[src/rtl/fu_result_collector_pkg.sv]
// Shared types for the FU result collector: result bundle, exception
// record and width helpers for the collector and its arbiter.
package fu_result_collector_pkg;

  localparam int unsigned XLEN          = 64;
  localparam int unsigned TRANS_ID_BITS = 3;
  localparam int unsigned NR_FU_DEFAULT = 4;
  localparam int unsigned DEPTH_DEFAULT = 4;

  localparam logic [XLEN-1:0] INSTR_ADDR_MISALIGNED = 64'd0;

  typedef struct packed {
    logic            valid;
    logic [XLEN-1:0] cause;
    logic [XLEN-1:0] tval;
  } exception_t;

  typedef struct packed {
    logic [TRANS_ID_BITS-1:0] index;
    logic [4:0]               rd;
    logic [XLEN-1:0]          result;
    exception_t               ex;
  } fu_result_t;

  function automatic int unsigned cnt_width(
    input int unsigned depth
  );
    return $clog2(depth) + 1;
  endfunction

  function automatic int unsigned idx_width(
    input int unsigned n
  );
    return (n > 1) ? $clog2(n) : 1;
  endfunction

endpackage

[src/rtl/fu_result_collector_rr_arbiter.sv]
// Round-robin grant: first requester at or above ptr_i, wrapping to 0.
// Purely combinational; the caller owns and advances the pointer.
module fu_result_collector_rr_arbiter
  import fu_result_collector_pkg::*;
#(
  parameter int unsigned N  = 4,
  parameter int unsigned PW = idx_width(N)
) (
  input  logic [N-1:0]  req_i,
  input  logic [PW-1:0] ptr_i,
  output logic [N-1:0]  gnt_o,
  output logic [PW-1:0] idx_o,
  output logic          valid_o
);

  logic [PW-1:0] j;

  always_comb begin
    gnt_o   = '0;
    idx_o   = '0;
    valid_o = 1'b0;
    j       = '0;
    for (int unsigned k = 0; k < N; k++) begin
      j = PW'((32'(ptr_i) + k) % N);
      if (!valid_o && req_i[j]) begin
        valid_o  = 1'b1;
        gnt_o[j] = 1'b1;
        idx_o    = j;
      end
    end
  end

endmodule

[src/rtl/fu_result_collector.sv]
// Collects FU results (round-robin, one per cycle) into an in-order FIFO.
// TORTOISE_WB_BYPASS_EN: present a result on wb_* the cycle it is granted.
module fu_result_collector
  import fu_result_collector_pkg::*;
#(
  parameter  int unsigned NR_FU = NR_FU_DEFAULT,
  parameter  int unsigned DEPTH = DEPTH_DEFAULT,
  localparam int unsigned CW    = cnt_width(DEPTH)
) (
  input  logic             clk_i,
  input  logic             rst_i,
  input  logic             flush_i,
  input  logic [NR_FU-1:0] fu_result_valid_i,
  output logic [NR_FU-1:0] fu_result_ready_o,
  input  fu_result_t       fu_result_i [NR_FU],
  output logic             wb_valid_o,
  input  logic             wb_ready_i,
  output fu_result_t       wb_result_o,
  output logic [CW-1:0]    count_o
);

  localparam int unsigned AW = $clog2(DEPTH);
  localparam int unsigned PW = idx_width(NR_FU);

  fu_result_t    mem_q [DEPTH];
  fu_result_t    mem_d [DEPTH];
  logic [CW-1:0] count_q, count_d;
  logic [AW-1:0] wr_ptr_q, wr_ptr_d;
  logic [AW-1:0] rd_ptr_q, rd_ptr_d;
  logic [PW-1:0] rr_ptr_q, rr_ptr_d;

  logic [NR_FU-1:0] grant;
  logic [PW-1:0]    gnt_idx;
  logic             gnt_valid;
  fu_result_t       gnt_data;

  logic full;
  logic fifo_valid;
  logic pop;
  logic can_push;
  logic push;
  logic write_en;

  fu_result_collector_rr_arbiter #(
    .N  (NR_FU),
    .PW (PW)
  ) u_arb (
    .req_i   (fu_result_valid_i),
    .ptr_i   (rr_ptr_q),
    .gnt_o   (grant),
    .idx_o   (gnt_idx),
    .valid_o (gnt_valid)
  );

  assign full       = (count_q == CW'(DEPTH));
  assign fifo_valid = (count_q != '0);
  assign pop        = fifo_valid & wb_ready_i;
  // Room exists when not full, or when the head leaves this same cycle.
  assign can_push   = (~full | pop) & ~flush_i & ~rst_i;
  assign push       = gnt_valid & can_push;
  assign gnt_data   = fu_result_i[gnt_idx];

  assign fu_result_ready_o = grant & {NR_FU{can_push}};
  assign count_o           = count_q;

`ifdef TORTOISE_WB_BYPASS_EN
  logic bypass;

  assign bypass      = push & ~fifo_valid;
  assign wb_valid_o  = fifo_valid | bypass;
  assign wb_result_o = fifo_valid ? mem_q[rd_ptr_q] : gnt_data;
  assign write_en    = push & ~(bypass & wb_ready_i);
`else
  assign wb_valid_o  = fifo_valid;
  assign wb_result_o = mem_q[rd_ptr_q];
  assign write_en    = push;
`endif

  always_comb begin
    mem_d    = mem_q;
    count_d  = count_q;
    wr_ptr_d = wr_ptr_q;
    rd_ptr_d = rd_ptr_q;
    rr_ptr_d = rr_ptr_q;
    if (write_en) begin
      mem_d[wr_ptr_q] = gnt_data;
      wr_ptr_d        = wr_ptr_q + 1'b1;
    end
    if (pop) begin
      rd_ptr_d = rd_ptr_q + 1'b1;
    end
    case ({write_en, pop})
      2'b10:   count_d = count_q + 1'b1;
      2'b01:   count_d = count_q - 1'b1;
      default: count_d = count_q;
    endcase
    if (push) begin
      rr_ptr_d = (gnt_idx == PW'(NR_FU - 1)) ? '0 : gnt_idx + 1'b1;
    end
    if (flush_i) begin
      count_d  = '0;
      wr_ptr_d = '0;
      rd_ptr_d = '0;
    end
  end

  always_ff @(posedge clk_i or posedge rst_i) begin
    if (rst_i) begin
      count_q  <= '0;
      wr_ptr_q <= '0;
      rd_ptr_q <= '0;
      rr_ptr_q <= '0;
    end else begin
      count_q  <= count_d;
      wr_ptr_q <= wr_ptr_d;
      rd_ptr_q <= rd_ptr_d;
      rr_ptr_q <= rr_ptr_d;
    end
  end

  // Storage carries no reset; occupancy alone decides what is valid.
  always_ff @(posedge clk_i) begin
    mem_q <= mem_d;
  end

endmodule

[config.mk]
export PLATFORM = sky130hd
export DESIGN_NAME = fu_result_collector
export DESIGN_NICKNAME = d
export VERILOG_FILES = /design/src/rtl/fu_result_collector_pkg.sv /design/src/rtl/fu_result_collector_rr_arbiter.sv /design/src/rtl/fu_result_collector.sv
export SDC_FILE = /design/constraint.sdc
export NUM_CORES = 1
export LEC_CHECK = 0
export ABC_AREA = 1
export BUFFER_PORTS_ARGS = -buffer_cell sky130_fd_sc_hd__buf_2
export CAP_MARGIN = 10
export CORE_AREA = 2 2 395 397
export CTS_CLUSTER_DIAMETER = 80
export DETAILED_ROUTE_END_ITERATION = 16
export DIE_AREA = 0 0 397 399
export GPL_TIMING_DRIVEN = 0
export HOLD_SLACK_MARGIN = 0.15
export PLACE_DENSITY = 0.47
export SLEW_MARGIN = 20
export SYNTH_ARGS = -nofsm -noshare
export SYNTH_HDL_FRONTEND = slang
export SYNTH_HIERARCHICAL = 1
export SYNTH_SLANG_ARGS = --single-unit
[constraint.sdc]
create_clock -name clk_i -period 11.1 [get_ports clk_i]
set_input_delay 2.22 -clock clk_i [delete_from_list [all_inputs] [get_ports clk_i]]
set_output_delay 2.22 -clock clk_i [all_outputs]
set_load 0.05 [all_outputs]
Word-level counts from Yosys, hierarchy flattened --
Cells that the tools add are included.
Storage, ports and cells: output and inout port bits 209, word-level logic and storage cells 126, register bits 813, bits of input ports 812
Cells by class: mux-type cells 44, add/sub/neg operators 8, bitwise gates (word level) 15, order comparisons 12, reductions and logical operators 15, equal/unequal tests 4
Operator list (count):
- 2-to-1 mux 201 bit | 5
- binary-select mux 201 bit (select 2 bit) | 2
- bitwise mux 804 bit | 1
- demux 201 bit (select 2 bit) | 1
- 2-to-1 mux 2 bit | 9
- 2-to-1 mux 4 bit | 4
- < comparator 2 x 3 -> 1 bit (second input constant) | 4
- 2-to-1 mux 1 bit | 12
- OR 4 bit | 3
- greater-or-equal comparator 3 bit (second input constant) | 3
- inverter 2 -> 3 bit | 3
- adder 2 x 1 -> 2 bit (second input constant) | 4
- binary-select mux 1 bit (select 2 bit) | 4
- demux 1 bit (select 2 bit) | 4
- greater-or-equal comparator 2 x 1 -> 1 bit (second input constant) | 4
- logical AND 1 bit | 8
- one-hot mux 3 bit (2 select lines) | 1
- nonzero test 3 bit | 2
- adder 2 bit (second input constant) | 2
- bitwise AND 1 bit | 4
- bitwise AND 4 bit | 1
- equality test 2 bit (second input constant) | 2
- nonzero test 2 bit | 2
- adder 3 x 1 -> 3 bit (second input constant) | 1
- other kinds (8) | 12

Logic depth before layout (Yosys ltp) --
Gate-level depths: netlist of run 1.
word-level depth 17, mapped depth 18, depth with buffers taken out 17

Hierarchy --
Netlist of run 1, hierarchy kept.
Modules (own cells, without submodules):
- fu_result_collector | times used 1, area an instance 35809.3 µm², cells an instance 3165
- fu_result_collector_rr_arbiter | times used 1, area an instance 440.4 µm², cells an instance 74

Least setup slack after synthesis of run 1 --
OpenSTA, ideal clock, no wires.
path kind in2reg, from input fu_result_valid_i[3], to register mem_q[0] (netlist bit) (enable), data arrival time 11.417 ns, cell stages on the path 10, setup slack -1.083 ns, library setup time 0.766 ns, cell sequence inv_1 nand2_1 nand3_4 nand2_4 nor2_4 buf_6 nand4_1 nand3_1 buf_4 nor2_1
Between the ends: longest elaborated chain between the ends 13, elaborated cells on any way between the ends 19, classes of those cells 12 x mux; 1 x bitwise; 6 x reduce/logical
RTL lines:
- start: declaration | line fu_result_collector.sv:13 | input logic [NR_FU-1:0] fu_result_valid_i,
- binary-select mux 1 bit (select 2 bit) | line fu_result_collector_rr_arbiter.sv:25 | if (!valid_o && req_i[j]) begin
- 2-to-1 mux 1 bit (not written as such) | line fu_result_collector_rr_arbiter.sv:25
- 2-to-1 mux 1 bit | line fu_result_collector_rr_arbiter.sv:25
- logical NOT 1 bit | line fu_result_collector_rr_arbiter.sv:25
- logical AND 1 bit | line fu_result_collector_rr_arbiter.sv:25
- 2-to-1 mux 1 bit | line fu_result_collector_rr_arbiter.sv:25
- logical NOT 1 bit | line fu_result_collector_rr_arbiter.sv:25
- logical AND 1 bit | line fu_result_collector_rr_arbiter.sv:25
- 2-to-1 mux 1 bit | line fu_result_collector_rr_arbiter.sv:25
- logical NOT 1 bit | line fu_result_collector_rr_arbiter.sv:25
- logical AND 1 bit | line fu_result_collector_rr_arbiter.sv:25
- 2-to-1 mux 1 bit (*) | line fu_result_collector_rr_arbiter.sv:25
- via gnt_valid | line fu_result_collector.sv:34 | logic gnt_valid;
- bitwise AND 1 bit (*) | line fu_result_collector.sv:60 | assign push = gnt_valid & can_push;
- end signal: assignment | line fu_result_collector.sv:123 | mem_q <= mem_d;
- end: declaration | line fu_result_collector.sv:25 | fu_result_t mem_q [DEPTH];
Mark *: on every way through the listed nets, which the timed path passes. The rest lies on a longest branch. The select of a mux whose other input is x is not followed. A chain may end at the register's enable or synchronous reset.

Final worst setup path of run 1 --
from input fu_result_valid_i[1], to output fu_result_ready_o[3]
Between the ends: longest elaborated chain between the ends 13, elaborated cells on any way between the ends 25, classes of those cells 15 x mux; 4 x bitwise; 6 x reduce/logical
RTL lines:
- binary-select mux 1 bit (select 2 bit) | line fu_result_collector_rr_arbiter.sv:25
- 2-to-1 mux 1 bit (not written as such) | line fu_result_collector_rr_arbiter.sv:25
- 2-to-1 mux 1 bit | line fu_result_collector_rr_arbiter.sv:25
- logical NOT 1 bit | line fu_result_collector_rr_arbiter.sv:25
- logical AND 1 bit | line fu_result_collector_rr_arbiter.sv:25
- 2-to-1 mux 1 bit | line fu_result_collector_rr_arbiter.sv:25
- logical NOT 1 bit | line fu_result_collector_rr_arbiter.sv:25
- logical AND 1 bit | line fu_result_collector_rr_arbiter.sv:25
- 2-to-1 mux 1 bit | line fu_result_collector_rr_arbiter.sv:25
- logical NOT 1 bit | line fu_result_collector_rr_arbiter.sv:25
- logical AND 1 bit | line fu_result_collector_rr_arbiter.sv:25
- 2-to-1 mux 4 bit (*) | line fu_result_collector_rr_arbiter.sv:25
- via grant[3] | line fu_result_collector.sv:32 | logic [NR_FU-1:0] grant;
- bitwise AND 4 bit (*) | line fu_result_collector.sv:63 | assign fu_result_ready_o = grant & {NR_FU{can_push}};
- end: declaration | line fu_result_collector.sv:14 | output logic [NR_FU-1:0] fu_result_ready_o,
Marked as above.

==> metrics.md, run 1 <==
| Metric | Value |
|---|---|
| Async SR Flop Fraction | `0.0111` |
| M2 GR Usage | `0.338` |
| First-pass GRT wire length | `between 200000 and 250000 um` |
| CP Max Fanout | `6` |
| CTS clk-pin slew, worst paths | `0.05 ns` |
| Remaining DRCs | `0` |
| Area Overhead vs Synth | `32.8%` |
| Placed instance count | `between 6000 and 7000` |
| Setup Skew | `0.0300 ns` |
| Clock root buffer master | `clkbuf_16` |
| Worst Path Required | `8.88 ns` |
| Core area | `154000 sq um` |
| Post-synthesis net count | `roughly 4100` |
| Longest Clk Path Bufs | `3` |
| Cell Area, Synth | `roughly 36000 sq um` |
| Crit end category | `output port` |
| Hold Path Origin | `count_o[1]$_DFFE_PP0P_` |
| Setup Buffers After CTS | `0` |
| Average size of a mapped cell | `11.2 sq um` |
| Via/cell ratio | `4.82` |
| CTS Sinks | `slightly above 800` |
| CTS Hold Bufs | `0` |
| DR iter-0 viols | `2787` |
| Flop-to-flop setup slack | `6.06 ns` |
| Number of H-tree levels | `3` |
| Hold depth | `2` |
| Layout cells sized above 1 | `0.305` |
| Slew headroom | `0.275` |
| Clock Latency Late Sink | `roughly 0.68 ns` |
| RSZ-0062 raised after global routing | `false` |
| Top Usage Layer GRT | `met2` |
| Top_reg_cell synth | `edfxtp_1` |
| Die height | `between 300 and 400 um` |
| # IOs | `1021` |
| #FFs+latches synth | `813` |
| Type of the most critical hold path | `reg2reg` |
| Drt wl/cell | `roughly 25 um` |
| Arrival time at the worst endpoint | `3.78 ns` |
| Tmin final | `6.00 ns` |
| Number of max-cap violations | `0` |
| Final period util | `0.540` |
| Largest net degree at the start of global routing | `22` |
| Vias in the first global route | `31100` |
| Worst reg2reg path depth | `12` |
| EDFF count, synth | `804` |
| Worst Path Class, Setup | `in2out` |
| Area of the multi-input gates | `10300 sq um` |
| Die width | `between 300 and 400 um` |
| Met3 usage | `0.0285` |
| Yosys warns | `6` |
| M1 GR Usage | `0.236` |
| Total wire length | `162000 um` |
| Vias | `31500` |
| Fmax | `167 MHz` |
| Overall die area | `158000 sq um` |
| Sequential cell area | `24400 sq um` |
| RR Startpoint | `rr_ptr_q[0]$_DFFE_PP0P_` |
| Post-CTS sizing | `0` |
| Post-route insts no fill | `between 6000 and 7000` |
| Mapped Cells | `3239` |
| Gpl congestion | `0.924` |
| GRT Overall Usage | `0.194` |
| Post-DP HPWL | `122000 um` |
| Final #Nets | `5223` |
| Post-route ant nets | `0` |
| Initial Utilization | `0.236` |
| Number of port buffers | `between 1000 and 1500` |
| CTS tree | `yes` |
| Final setup fails | `0` |
| Core Rows | `approximately 140` |
| TritonCTS Buffers | `92` |
| Fillers | `16000` |
| Hold Path Sink | `count_o[1]$_DFFE_PP0P_` |
| DR pass1 iterations | `6` |
| Sequential share of the synthesized area | `0.672` |
| Initial antenna violation count | `23` |
| Cell variety after synth | `30` |
| Actual slew at the worst max-slew pin | `1.09 ns` |
| Total grt overflow | `0` |
| Worst setup SP type | `input port` |
| Status | `completed` |
| Fin. max-slew vios | `0` |
| Reg-to-reg endpoint | `mem_q[103]$_DFFE_PP_` |
| Hold Fails Final Rpt | `0` |
-- critical path, cell delays in order --
cell and delay (ns):
buf_2 0.11, inv_1 0.05, nand2_1 0.07, nand3_2 0.18
nand2_4 0.07, nor2_1 0.35, a21oi_1 0.12, nand3_1 0.12
inv_1 0.05, nor2_1 0.13, buf_2 0.29
-- per-stage QoR --
step / worst slack, ns / utilization / setup TNS (ns) / cell area [sq um] / hold slack (ns)
after floorplan: 2.35 / - / 0 / 36300 / 0.579
after global placement: -3.10 / 0.286 / -2283.83 / 43900 / 0.597
after detailed placement: 4.80 / 0.293 / 0 / 45100 / 0.603
after CTS: 5.14 / 0.313 / 0 / 48100 / 0.611
after global routing: 4.99 / 0.313 / 0 / 48100 / 0.660
final: 5.10 / 0.313 / 0 / 48100 / 0.610
-- final cells by class --
| cell class | count | share of cell area |
|---|---|---|
| Tap cell | 2044 | 0.0531 |
| Clock inverter | 63 | 0.0121 |
| Multi-Input combinational cell | 2126 | 0.213 |
| Clock buffer | 109 | 0.0505 |
| Buffer | 268 | 0.0315 |
| Inverter | 32 | 0.00265 |
| Timing Repair Buffer | 1067 | 0.130 |
| Sequential cell | 813 | 0.506 |
| Antenna cell | 16 | 0.000832 |
-- registers in the layout (all words and copies together), names as in the netlist --
register	cells
count_o	3
wr_ptr_q	2
rd_ptr_q	2
mem_q	804
rr_ptr_q	2
-- per-layer routing --
metal / vias to the layer above / part of all wire
met5: - / 0
met4: 0 / 0.048
met3: 268 / 0.060
met2: 1432 / 0.50
met1: 15400 / 0.40
li1: 14400 / -
-- worst max-delay path by stage --
stage	startpoint	to	slack, ns	depth (start not counted)
5_1_grt	fu_result_valid_i[3]	fu_result_ready_o[2]	4.99	11
4_1_cts	fu_result_valid_i[1]	fu_result_ready_o[3]	5.14	11
3_3_place_gp	fu_result_valid_i[1]	mem_q[676]$_DFFE_PP_	-3.10	11
2_1_floorplan	fu_result_valid_i[3]	mem_q[0]$_DFFE_PP_	2.35	10
3_5_place_dp	fu_result_valid_i[1]	mem_q[103]$_DFFE_PP_	4.80	12
6_report	fu_result_valid_i[1]	fu_result_ready_o[3]	5.10	11
-- cells in the final DEF (no fill, tap or decap), types with 3 or more instances in the layout --
cell	count
a21boi_0	4
a21oi_1	9
buf_12	20
buf_16	27
buf_2	1103
buf_4	9
buf_6	45
buf_8	3
bufinv_16	7
clkbuf_1	141
clkbuf_16	95
clkinv_1	21
clkinv_2	24
clkinv_4	3
dfrtp_1	9
diode_2	16
edfxtp_1	804
ha_1	10
inv_1	27
inv_2	3
inv_6	3
inv_8	3
nand2_1	32
nand2_2	7
nand3_1	21
nand4_1	9
nor2_1	812
nor2_4	5
o21ai_0	753
o21ai_1	56
o22ai_1	402
-- synth_stat cells (10+ instances only) --
cell type,count,area (sq um)
edfxtp_1,804,24100
inv_1,27,101
o22ai_1,402,2510
o21ai_0,753,3770
buf_6,45,507
nand3_1,21,105
o21ai_1,56,280
clkbuf_1,127,477
nand2_1,32,120
nor2_1,816,3060
ha_1,10,125
buf_2,83,415
-- cells by family after synthesis --
group	after synthesis	synth area share
DFF	813	0.672
buffers and inverters	300	0.0453
adders and majority gates	11	0.00400
xor gates and xnor gates	1	0.000242
and+or+nand+nor	889	0.0949
AOI/OAI and AO/OA	1225	0.183
Power of run 1 is left out: the tool's default activity adds up to more than one toggle a clock period on the data nets, which glitch-free logic cannot reach.
==> run 2, diff against run 1 <==
==> constraint.sdc (replaced) <==
create_clock -name clk_i -period 5.25 [get_ports clk_i]
set_input_delay 1.05 -clock clk_i [delete_from_list [all_inputs] [get_ports clk_i]]
set_output_delay 1.05 -clock clk_i [all_outputs]
set_load 0.05 [all_outputs]
==> metrics.md, run 2 (synthesis gave the netlist of run 1 again) <==
| Metric | Value |
|---|---|
| Actual slew at the worst max-slew pin | `1.08 ns` |
| Status | `completed` |
| Post-route ant nets | `0` |
| Type of the most critical hold path | `in2async` |
| Vias in the first global route | `31300` |
| Final #Nets | `5223` |
| RSZ-0062 raised after global routing | `false` |
| Flop-to-flop setup slack | `between 0.3 and 0.4 ns` |
| Most frequent cells in the layout | `buf_2, nor2_1, edfxtp_1` |
| Most common cell after layout, fill and taps aside | `buf_2` |
| Remaining DRCs | `0` |
| TritonCTS Buffers | `between 90 and 100` |
| Setup Skew | `0.0176 ns` |
| Number of max-cap violations | `0` |
| Crit end category | `register` |
| DR pass1 iterations | `6` |
| Worst setup SP type | `register` |
| # IOs | `1021` |
| Worst Path Class, Setup | `reg2reg` |
| Die height | `between 300 and 400 um` |
| GRT Overall Usage | `0.193` |
| Area Overhead vs Synth | `32.9%` |
| Gpl congestion | `0.953` |
| CTS Hold Bufs | `0` |
| Final period util | `0.942` |
| Overall die area | `158000 sq um` |
| Initial antenna violation count | `26` |
| Largest net degree at the start of global routing | `23` |
| Layout cells sized above 1 | `0.304` |
| Total wire length | `between 150000 and 200000 um` |
| Drt wl/cell | `24.5 um` |
| Post-CTS sizing | `0` |
| Total grt overflow | `0` |
| Die width | `397 um` |
| CP Max Fanout | `10` |
| Clock root buffer master | `clkbuf_16` |
| Longest Clk Path Bufs | `3` |
| Max reg flops | `804` |
| CTS Sinks | `813` |
| Number of H-tree levels | `3` |
| Hold Fails Final Rpt | `0` |
| Clock Latency Late Sink | `~0.68 ns` |
| Via/cell ratio | `between 4 and 5` |
| Post-DP HPWL | `122000 um` |
| DR iter-0 viols | `2706` |
| Setup Buffers After CTS | `0` |
| Slew headroom | `0.281` |
| Fmax | `202 MHz` |
| Arrival time at the worst endpoint | `5.30 ns` |
| Core area | `~150000 sq um` |
| Worst Path Required | `5.60 ns` |
| Fin. max-slew vios | `0` |
| Core Rows | `approximately 140` |
| CTS clk-pin slew, worst paths | `0.06 ns` |
| Initial Utilization | `0.236` |
| Tmin final | `4.94 ns` |
| Vias | `31200` |
| Number of port buffers | `around 1000` |
| Largest reg by FF count | `mem_q` |
| WHS | `around 0.37 ns` |
| CTS tree | `yes` |
| Final setup fails | `0` |
| First-pass GRT wire length | `220000 um` |
## run 2: final cells by class
| type | count | area (sq um) |
|---|---|---|
| clock inverter | 56 | 673 |
| fill | 16000 | 105000 |
| antenna | 15 | 37.5 |
| multi-input combinational | 2126 | 10300 |
| inverter | 32 | 128 |
| timing repair buffer | 1066 | 6160 |
| buffer | 268 | 1520 |
| clock buffer | 112 | 2460 |
| tap | 2044 | 2560 |
| sequential | 813 | 24400 |
## run 2: path summary, 6_finish.rpt
kind	startpoint	endpoint	depth (start not counted)
hold / removal	rst_i	rd_ptr_q[0]$_DFFE_PP0P_	2
setup reg to reg	rr_ptr_q[0]$_DFFE_PP0P_	mem_q[712]$_DFFE_PP_	13
hold reg to reg	count_o[1]$_DFFE_PP0P_	count_o[1]$_DFFE_PP0P_	2
max in group asynchronous	rst_i	count_o[0]$_DFFE_PP0P_	2
setup / recovery	rr_ptr_q[0]$_DFFE_PP0P_	mem_q[712]$_DFFE_PP_	13
min in group clk_i	count_o[1]$_DFFE_PP0P_	count_o[1]$_DFFE_PP0P_	2
## run 2: layer usage
layer | GRT usage | vias to the layer above | share of wire
met5 | 0 | - | 0.000081
met4 | 0.0916 | 2 | 0.045
met3 | 0.0299 | 269 | 0.067
met2 | 0.340 | 1380 | 0.50
met1 | 0.230 | 15200 | 0.39
li1 | - | 14400 | -
## run 2: worst max-delay path, cell delays in order (launching register included)
cell	delay, ns
dfrtp_1	0.57
inv_2	0.20
ha_1	0.39
inv_1	0.13
nand3_1	0.09
nand2_1	0.07
nor2_1	0.11
a21oi_1	0.14
nand3_1	0.29
inv_1	0.20
buf_2	0.69
clkbuf_1	0.48
o21ai_0	0.37
o22ai_1	0.78
## run 2: stage by stage
stage	setup TNS, ns	area, sq um	util	setup WS (ns)	cells
after floorplan	0	36300	-	0.00154	3239
after detailed placement	0	45000	0.293	0.260	6349
after CTS	0	48200	0.313	0.332	6517
after global routing	0	48200	0.313	0.105	6527
after global placement	-2463.89	44000	0.286	-3.27	6303
final	0	48200	0.314	0.306	6532
Power of run 2 is left out for the same reason.
